===== config.mk =====
export PLATFORM = sky130hd
export DESIGN_NAME = led_pattern_seq
export DESIGN_NICKNAME = d
export VERILOG_FILES = /design/src/rtl/led_seq_pkg.sv /design/src/rtl/btn_debounce.sv /design/src/rtl/led_pattern_seq.sv
export SDC_FILE = /design/constraint.sdc
export NUM_CORES = 1
export LEC_CHECK = 0
export CAP_MARGIN = 15
export CORE_ASPECT_RATIO = 1.75
export CORE_MARGIN = 4
export CORE_UTILIZATION = 60
export CTS_CLUSTER_DIAMETER = 150
export CTS_CLUSTER_SIZE = 30
export DETAILED_ROUTE_END_ITERATION = 16
export PLACE_DENSITY = 0.79
export SETUP_SLACK_MARGIN = 0.1
export SYNTH_ARGS = -nofsm -noshare
export SYNTH_HDL_FRONTEND = slang
export SYNTH_SLANG_ARGS = --single-unit

===== constraint.sdc =====
create_clock -name CLK -period 2.46 [get_ports CLK]
set_clock_uncertainty 0.15 [all_clocks]
set_input_delay 0.369 -clock CLK [delete_from_list [all_inputs] [get_ports CLK]]
set_output_delay 0.369 -clock CLK [all_outputs]
set_load 0.05 [all_outputs]

===== src/rtl/led_seq_pkg.sv =====
// Shared types and helpers for the LED pattern sequencer.
//   mode_t     : pattern mode encoding (2 bits)
//   dir_t      : bounce direction
//   cnt_width  : bits needed for a counter running 0..n-1 (never less than 1)
package led_seq_pkg;

   typedef enum logic [1:0] {
      MODE_ROT_L  = 2'd0,
      MODE_ROT_R  = 2'd1,
      MODE_BOUNCE = 2'd2,
      MODE_FILL   = 2'd3
   } mode_t;

   typedef enum logic {
      DIR_LEFT  = 1'b0,
      DIR_RIGHT = 1'b1
   } dir_t;

   function automatic int unsigned cnt_width(input int unsigned n);
      return (n <= 2) ? 1 : $clog2(n);
   endfunction

endpackage


===== src/rtl/btn_debounce.sv =====
// Button conditioner: 2-flop synchroniser, stability counter, press pulse.
// Ports:
//   CLK    in   system clock
//   nRST   in   asynchronous active-low reset
//   btn_n  in   raw button, active-low, asynchronous to CLK
//   press  out  one-cycle pulse when the debounced level falls 1->0
module btn_debounce
   import led_seq_pkg::*;
#(
   parameter int unsigned DEBOUNCE_CYCLES = 540_000
) (
   input  logic CLK,
   input  logic nRST,
   input  logic btn_n,
   output logic press
);

   localparam int unsigned     DB_W    = cnt_width(DEBOUNCE_CYCLES);
   localparam logic [DB_W-1:0] DB_LOAD = DB_W'(DEBOUNCE_CYCLES - 1);

   logic            sync_q1;
   logic            sync_q2;
   logic            level_q;
   logic [DB_W-1:0] stable_cnt;

   // Down-counter reloads whenever the synchronised sample agrees with the
   // accepted level, so only an unbroken run of differing samples reaches zero.
   always_ff @(posedge CLK or negedge nRST) begin
      if (!nRST) begin
         sync_q1    <= 1'b1;
         sync_q2    <= 1'b1;
         level_q    <= 1'b1;
         stable_cnt <= DB_LOAD;
         press      <= 1'b0;
      end else begin
         sync_q1 <= btn_n;
         sync_q2 <= sync_q1;
         press   <= 1'b0;
         if (sync_q2 == level_q) begin
            stable_cnt <= DB_LOAD;
         end else if (stable_cnt == '0) begin
            level_q    <= sync_q2;
            stable_cnt <= DB_LOAD;
            // old level 1 means this flip is a press; releases give no pulse
            press      <= level_q;
         end else begin
            stable_cnt <= stable_cnt - 1'b1;
         end
      end
   end

endmodule


===== src/rtl/led_pattern_seq.sv =====
// N-LED pattern sequencer: rotate-left, rotate-right, bounce and bar-fill,
// stepped by an exact-period prescaler; a debounced button cycles the mode.
// Optional feature macro: LED_SEQ_SPEED_EN (adds speed_i, period = STEP_CYCLES >> speed_i).
// Ports:
//   CLK      in   system clock
//   nRST     in   asynchronous active-low reset
//   btn_n    in   raw user button, active-low
//   pause_i  in   1 freezes prescaler and pattern
//   speed_i  in   step-rate select (LED_SEQ_SPEED_EN only)
//   LED      out  LED pins (inverted when ACTIVE_LOW)
//   mode_o   out  current mode
//   step_o   out  one-cycle pulse per pattern step
//
// mode        | meaning
// ------------+------------------------------------------
// MODE_ROT_L  | single lit LED walks towards bit N-1, wraps
// MODE_ROT_R  | single lit LED walks towards bit 0, wraps
// MODE_BOUNCE | single lit LED sweeps back and forth, no end dwell
// MODE_FILL   | bar grows from bit 0, then all off, then restarts
module led_pattern_seq
   import led_seq_pkg::*;
#(
   parameter int unsigned N_LEDS          = 6,
   parameter int unsigned STEP_CYCLES     = 13_500_000,
   parameter int unsigned DEBOUNCE_CYCLES = 540_000,
   parameter bit          ACTIVE_LOW      = 1'b1
) (
   input  logic              CLK,
   input  logic              nRST,
   input  logic              btn_n,
   input  logic              pause_i,
`ifdef LED_SEQ_SPEED_EN
   input  logic [1:0]        speed_i,
`endif
   output logic [N_LEDS-1:0] LED,
   output logic [1:0]        mode_o,
   output logic              step_o
);

   localparam int unsigned       PRE_W    = cnt_width(STEP_CYCLES);
   localparam logic [PRE_W-1:0]  PRE_LAST = PRE_W'(STEP_CYCLES - 1);
   localparam logic [N_LEDS-1:0] PAT_INIT = N_LEDS'(1);

   logic [PRE_W-1:0]  pre_cnt;
   logic [PRE_W-1:0]  pre_last;
   logic              tick;
   logic              press;
   mode_t             mode_q;
   dir_t              dir_q;
   dir_t              dir_next;
   logic [N_LEDS-1:0] pat_q;
   logic [N_LEDS-1:0] pat_next;

   btn_debounce #(
      .DEBOUNCE_CYCLES(DEBOUNCE_CYCLES)
   ) u_btn (
      .CLK  (CLK),
      .nRST (nRST),
      .btn_n(btn_n),
      .press(press)
   );

`ifdef LED_SEQ_SPEED_EN
   localparam logic [PRE_W:0] STEP_FULL = (PRE_W+1)'(STEP_CYCLES);

   logic [PRE_W:0]   step_scaled;
   logic [PRE_W-1:0] last_sel;
   logic [PRE_W-1:0] last_q;

   // Periods that shift down to 0 or 1 both mean "step every clock".
   always_comb begin
      step_scaled = STEP_FULL >> speed_i;
      last_sel    = (step_scaled <= (PRE_W+1)'(1)) ? '0 : PRE_W'(step_scaled - 1'b1);
   end

   // The running step keeps the period it started with; a new speed takes
   // effect only when the count restarts.
   always_ff @(posedge CLK or negedge nRST) begin
      if (!nRST) begin
         last_q <= PRE_LAST;
      end else if (press || tick) begin
         last_q <= last_sel;
      end
   end

   assign pre_last = last_q;
`else
   assign pre_last = PRE_LAST;
`endif

   assign tick = !pause_i && (pre_cnt == pre_last);

   always_comb begin
      pat_next = pat_q;
      dir_next = dir_q;
      unique case (mode_q)
         MODE_ROT_L:  pat_next = {pat_q[N_LEDS-2:0], pat_q[N_LEDS-1]};
         MODE_ROT_R:  pat_next = {pat_q[0], pat_q[N_LEDS-1:1]};
         MODE_BOUNCE: begin
            // direction turns on the step that lands on an end bit
            if (dir_q == DIR_LEFT) begin
               pat_next = pat_q << 1;
               if (pat_next[N_LEDS-1]) dir_next = DIR_RIGHT;
            end else begin
               pat_next = pat_q >> 1;
               if (pat_next[0]) dir_next = DIR_LEFT;
            end
         end
         MODE_FILL:   pat_next = (&pat_q) ? '0 : {pat_q[N_LEDS-2:0], 1'b1};
         default:     pat_next = pat_q;
      endcase
   end

   // A press outranks a coincident tick: the step is dropped and the count restarts.
   always_ff @(posedge CLK or negedge nRST) begin
      if (!nRST) begin
         pre_cnt <= '0;
         mode_q  <= MODE_ROT_L;
         pat_q   <= PAT_INIT;
         dir_q   <= DIR_LEFT;
         step_o  <= 1'b0;
      end else begin
         step_o <= 1'b0;
         if (press) begin
            pre_cnt <= '0;
            mode_q  <= mode_t'(mode_q + 2'd1);
            pat_q   <= PAT_INIT;
            dir_q   <= DIR_LEFT;
         end else if (tick) begin
            pre_cnt <= '0;
            pat_q   <= pat_next;
            dir_q   <= dir_next;
            step_o  <= 1'b1;
         end else if (!pause_i) begin
            pre_cnt <= pre_cnt + 1'b1;
         end
      end
   end

   assign LED    = ACTIVE_LOW ? ~pat_q : pat_q;
   assign mode_o = mode_q;

endmodule


==> reports/results.ini, run 1 <==
[sta]
setup_viol = 0
rsz0062_at_grt = no
slew_headroom_pct = 53.18
tightest_slew_ns = 0.6959
clock.fmax_mhz = 450.2
fin_ws_ns = 0.2387
setup_tns_ns = 0
holdWs_ns = 0.2069
period_share_pct = 90.30
hold_violations = 0
final.min_clock_period_ns = 2.221
drv_slew = 0

[clocking]
clockRootBuffer = clkbuf_8
path_clk_slew_ns = 0.06
clk_latency_ns = 0.34
cts_tree = built
cts.sinks = 58
cts_buffer_depth = 2
htreeDepth = 3
cts_made_buffers = 9

[grt]
grt.total_usage_pct = 23.91
grt_antenna_before_repair = 0
grt.overflow.total = 0
grt_max_degree = 24
grt_pass1_vias = 2505
grt_pass1_wl_um = 11170

[yosys]
muxShareOfSynthArea_pct = 0.3725
synth-adder-area-share_pct = 2.897
synth_top_family_by_area = simple AND/OR/NAND/NOR gates
ys_ff_latch = 58
postSynthCellCount = 302
syn-mean-instance-area_um2 = 10.01
synthSimpleGateAreaFrac_pct = 26.57
syn_nets = 313
ys_async_sr_fraction_pct = 100.0
synth_warnings = 0
synth_compound_area_share_pct = 7.161
ys_seq_area_share_pct = 48.68
synth_edf_count = 0
synth_xor_area_share_pct = 10.43
syn_area_um2 = 3023
ys.flop_type = dfrtp_1
synth_cell_types = 48

[floorplan]
fp.coreArea_um2 = 4790
io_pins = 13
die_h_um = 101.9
start_util_pct = 63.11
row_count = 33
die-width_um = 61.66
die-area_um2 = 6282

[power]
power_frac_seq_pct = 48.6
pwr-share-clk_pct = 43.4
swShare_pct = 24.47
net-switching-power_w = 0.0005469
p_leak_nw = 1.434
p_comb_share_pct = 7.9
power_density_nw_per_um2 = 645.3
peakVddDrop_v = 0.0006472
intPower_w = 0.001688

[placed_design]
place_area_um2 = 3228
routabilityCongestion = 0.8970
pre_cts_ws_ns = 0.2014
portBuffers = 12
place_inst = 368
dp_hpwl_um = 4460

[min_path]
worstHoldPathType = reg2reg

[critical_path]
crit_required_ns = 1.94
crit_path_end_kind = output port
critPathMaxFanout = 4
path_class = reg2out
start_kind = flop
worstPathArrival_ns = 1.70

[drt]
wire_per_inst_um = 16.08
drt_iter0_drc = 100
drt_pass1_iterations = 4
drc_errors = 0
ant_nets = 0
vias = 2360
drt_wl_total_um = 6191
viasPerCell = 6.130

[finish]
fillers = 362
instances_no_fill = 385
layout_common_cells = dfrtp_1 (42), nor2_1 (40), nand2_1 (34)
layout-drive-gt1-share_pct = 17.72
final_area_um2 = 3463
layout.nets = 339
area_delta_synth_final_pct = 14.57
final_common_cell = dfrtp_1
antenna_cells = 0

[flow_run]
max_cap_viol_count = 0

[outcome]
status = completed

logic make-up after synthesis:
family / Yosys count
muxes: 1
xor gates and xnor gates: 36
adders and majority gates: 7
buffers and inverters: 24
and+or+nand+nor: 143
AOI/OAI and AO/OA: 33
DFF: 58
synthesized netlist by cell type (2+ instances only):
cell type,count,area (um^2)
nand3b_1,2,15.01
inv_1,14,52.55
and4bb_1,2,25.02
a211oi_1,4,30.03
a21oi_1,10,50.05
nor2b_1,3,18.77
buf_6,3,33.78
nand2_1,34,127.6
buf_2,4,20.02
nand2b_1,2,12.51
or4_1,2,15.01
nor2_1,40,150.1
xor2_1,20,175.2
xnor2_1,16,140.1
dfrtp_1,42,1051
nor3b_1,5,37.54
nand3_1,10,50.05
nor4_1,5,31.28
and2_1,2,12.51
a221oi_1,4,35.03
dfstp_2,16,420.4
o21ai_0,6,30.03
clkbuf_1,3,11.26
o31ai_1,3,22.52
or4_4,3,33.78
nand4_1,9,56.30
o211ai_1,2,15.01
ha_1,7,87.58
nor4_2,2,25.02
nor3_1,7,35.03
or3_1,3,18.77
metrics by stage:
| step | util (%) | total power, W |
|---|---|---|
| after global routing | 72.31 | 0.002327 |
| final | 72.31 | 0.002235 |
| after global placement | 67.40 | 0.001265 |
| after CTS | 72.18 | 0.002246 |
| after floorplan | - | 0.001203 |
| after detailed placement | 67.40 | 0.001274 |
layer usage:
metal  share of wire [%]  track usage, %  up-vias  wire length (um)
met5                   0               0        -                 0
met4                 4.9           13.56        0               301
met3                 4.0           6.195       25               247
met2                  53           39.23       92              3259
met1                  38           27.28     1144              2383
li1                    -               -     1099                 -
final cells by class:
cell class              count  area, um^2  area share [%]
inverters                  14       52.55           1.517
flip-flops and latches     58        1471           42.49
clock inverters             5       77.57           2.240
well taps                  52       65.06           1.879
multi-input cells         220        1440           41.58
repair buffers             25       215.2           6.214
clock buffers              11       141.4           4.082
worst max-delay path, cell delays in order (launching register included):
cell and delay, ns:
dfrtp_1 0.41, inv_1 0.13, clkdlybuf4s50_1 0.82
path summary, 6_finish.rpt:
check / startpoint / to / slack (ns) / cells past startpoint
max: pat_q[1] / LED[1] / 0.24 / 2
min: u_btn.sync_q1 / u_btn.sync_q2 / 0.21 / 0
max reg2reg: pre_cnt[0] / pre_cnt[17] / 0.32 / 6
min reg2reg: u_btn.sync_q1 / u_btn.sync_q2 / 0.21 / 0
max in group asynchronous: nRST / u_btn.stable_cnt[19] / 1.17 / 3
min in group asynchronous: nRST / u_btn.press / 0.32 / 2
timing repair:
action,4_1_cts,5_1_grt
buffers inserted,0,0
setup endpoints to repair,0,6
hold endpoints to repair,6,0
resized for setup,0,1
hold buffers,1,0
flip-flops by register name, indices dropped and copies added (netlist names):
signal and flops:
pat_q 6, pre_cnt 24, u_btn.sync_q1 1, step_o 1
u_btn.stable_cnt 20, dir_q 1, u_btn.level_q 1, mode_o 2
u_btn.sync_q2 1, u_btn.press 1
power groups by stage:
stage / sequential [W] / combinational [W] / clock [W]
floorplan: 0.00109 / 0.000117 / 0
global placement: 0.00110 / 0.000170 / 0
detailed placement: 0.00110 / 0.000174 / 0
CTS: 0.00109 / 0.000178 / 0.000982
global route: 0.00110 / 0.000200 / 0.00103
finish: 0.00109 / 0.000178 / 0.000970
(Power assumes the default switching activity.)
==> run 2, diff against run 1 <==
PLACE_DENSITY = 0.81   (was 0.79)
==> reports/results.ini, run 2 (same netlist as run 1, synthesis figures left out) <==
[outcome]
status = completed

[sta]
clock.fmax_mhz = 445.3
tightest_slew_ns = 0.7127
holdWs_ns = 0.2089
hold_violations = 0
slew_headroom_pct = 52.05
setup_viol = 0
final.min_clock_period_ns = 2.246
rsz0062_at_grt = no
drv_slew = 0
setup_tns_ns = 0
period_share_pct = 91.30

[min_path]
worstHoldPathType = reg2reg
hold_start = u_btn.sync_q1

[finish]
antenna_cells = 0
largest_reg_flops = 24
largestRegisters = pre_cnt x24, u_btn.stable_cnt x20, pat_q x6
regMostFlops = pre_cnt
area_delta_synth_final_pct = 16.39
final_common_cell = dfrtp_1
fin_util_pct = 73.46
layout-drive-gt1-share_pct = 17.47
layout_common_cells = dfrtp_1 (42), nor2_1 (40), nand2_1 (34)
layout.nets = 338
instances_no_fill = 384

[placed_design]
portBuffers = 12
place_inst = 367
dp_hpwl_um = 3920
routabilityCongestion = 0.9187

[flow_run]
max_cap_viol_count = 0

[floorplan]
die-width_um = 61.66
io_pins = 13
die_h_um = 101.9
die-area_um2 = 6282
start_util_pct = 63.11
fp.coreArea_um2 = 4790
row_count = 33

[drt]
drt_iter0_drc = 75
viasPerCell = 5.943
wire_per_inst_um = 15.62
drt_wl_total_um = 5997
vias = 2282
drt_pass1_iterations = 5
ant_nets = 0
drc_errors = 0

[clocking]
cts-resized-gates = 0
path_clk_slew_ns = 0.07
clockRootBuffer = clkbuf_8
cts_tree = built
clk_latency_ns = 0.34
cts_setup_buffers = 0
htreeDepth = 3
cts.sinks = 58
cts_buffer_depth = 2
cts_made_buffers = 9
cts_hold_buffers = 1

[critical_path]
regToRegStartpoint = u_btn.stable_cnt[10]
path_cells = inv_1, clkdlybuf4s50_1
path_class = reg2out
crit_required_ns = 1.94
slowest_stage = clkdlybuf4s50_1
critPathMaxFanout = 4
worstPathArrival_ns = 1.73
start_kind = flop
cp_slowest_stage_delay_ns = 0.82
startpoint = pat_q[4]
crit_path_end_kind = output port

[grt]
grt_pass1_vias = 2252
grt.total_usage_pct = 22.46
grt_pass1_wl_um = 10280
grt_antenna_before_repair = 0
grt.overflow.total = 0
grt_max_degree = 23

[power]
peakVddDrop_v = 0.0006826
p_leak_nw = 1.465
power_density_nw_per_um2 = 718.0

run 2: cell types whose count changed in the layout (fill, tap and decap cells not counted), sizes merged:
cell,before,now
buf,13,12
clkinv,2,1
clkbuf,11,9
clkinvlp,1,0
inv,14,15
bufinv,2,5
run 2: metal layers:
layer	GRT usage, %	routed length [um]
met5	0	0
met4	11.11	168
met3	6.195	250
met2	38.26	3242
met1	24.77	2335
run 2: worst paths after layout:
path                       cells after the start                    to  slack, ns
max                                            2                LED[4]       0.21
min                                            0         u_btn.sync_q2       0.21
max reg2reg                                    5   u_btn.stable_cnt[3]       0.29
min reg2reg                                    0         u_btn.sync_q2       0.21
max in group asynchronous                      3  u_btn.stable_cnt[13]       1.12
min in group asynchronous                      2           pre_cnt[10]       0.36
run 2: critical path: cells and delay by family (launching register included):
kind	cells	cell delay, ns
buf+inv	2	0.95
flops	1	0.43
run 2: area by class of cell:
class / instances / area (um^2)
Multi-Input combinational cell: 220 / 1434
Timing Repair Buffer: 24 / 207.7
Sequential cell: 58 / 1471
Tap cell: 52 / 65.06
Fill cell: 342 / 1271
Clock inverter: 7 / 163.9
Inverter: 14 / 52.55
Clock buffer: 9 / 123.9
run 2: report_power, final:
part / internal, W / total, W / leakage (nW) / switching, W
Sequential: 0.00102 / 0.00109 / 0.713 / 0.0000686
Clock: 0.000879 / 0.00127 / 0.144 / 0.000389
Combinational: 0.0000748 / 0.000172 / 0.608 / 0.0000967
run 2: per-stage QoR:
step | setup slack (ns) | total power [W] | area, um^2
4_1_cts | 0.2124 | 0.002553 | 3518
6_report | 0.2141 | 0.002526 | 3518
3_3_place_gp | 0.2006 | 0.001261 | 3221
5_1_grt | 0.1758 | 0.002624 | 3518
2_1_floorplan | 0.3175 | 0.001203 | 3023
3_5_place_dp | 0.1490 | 0.001269 | 3221
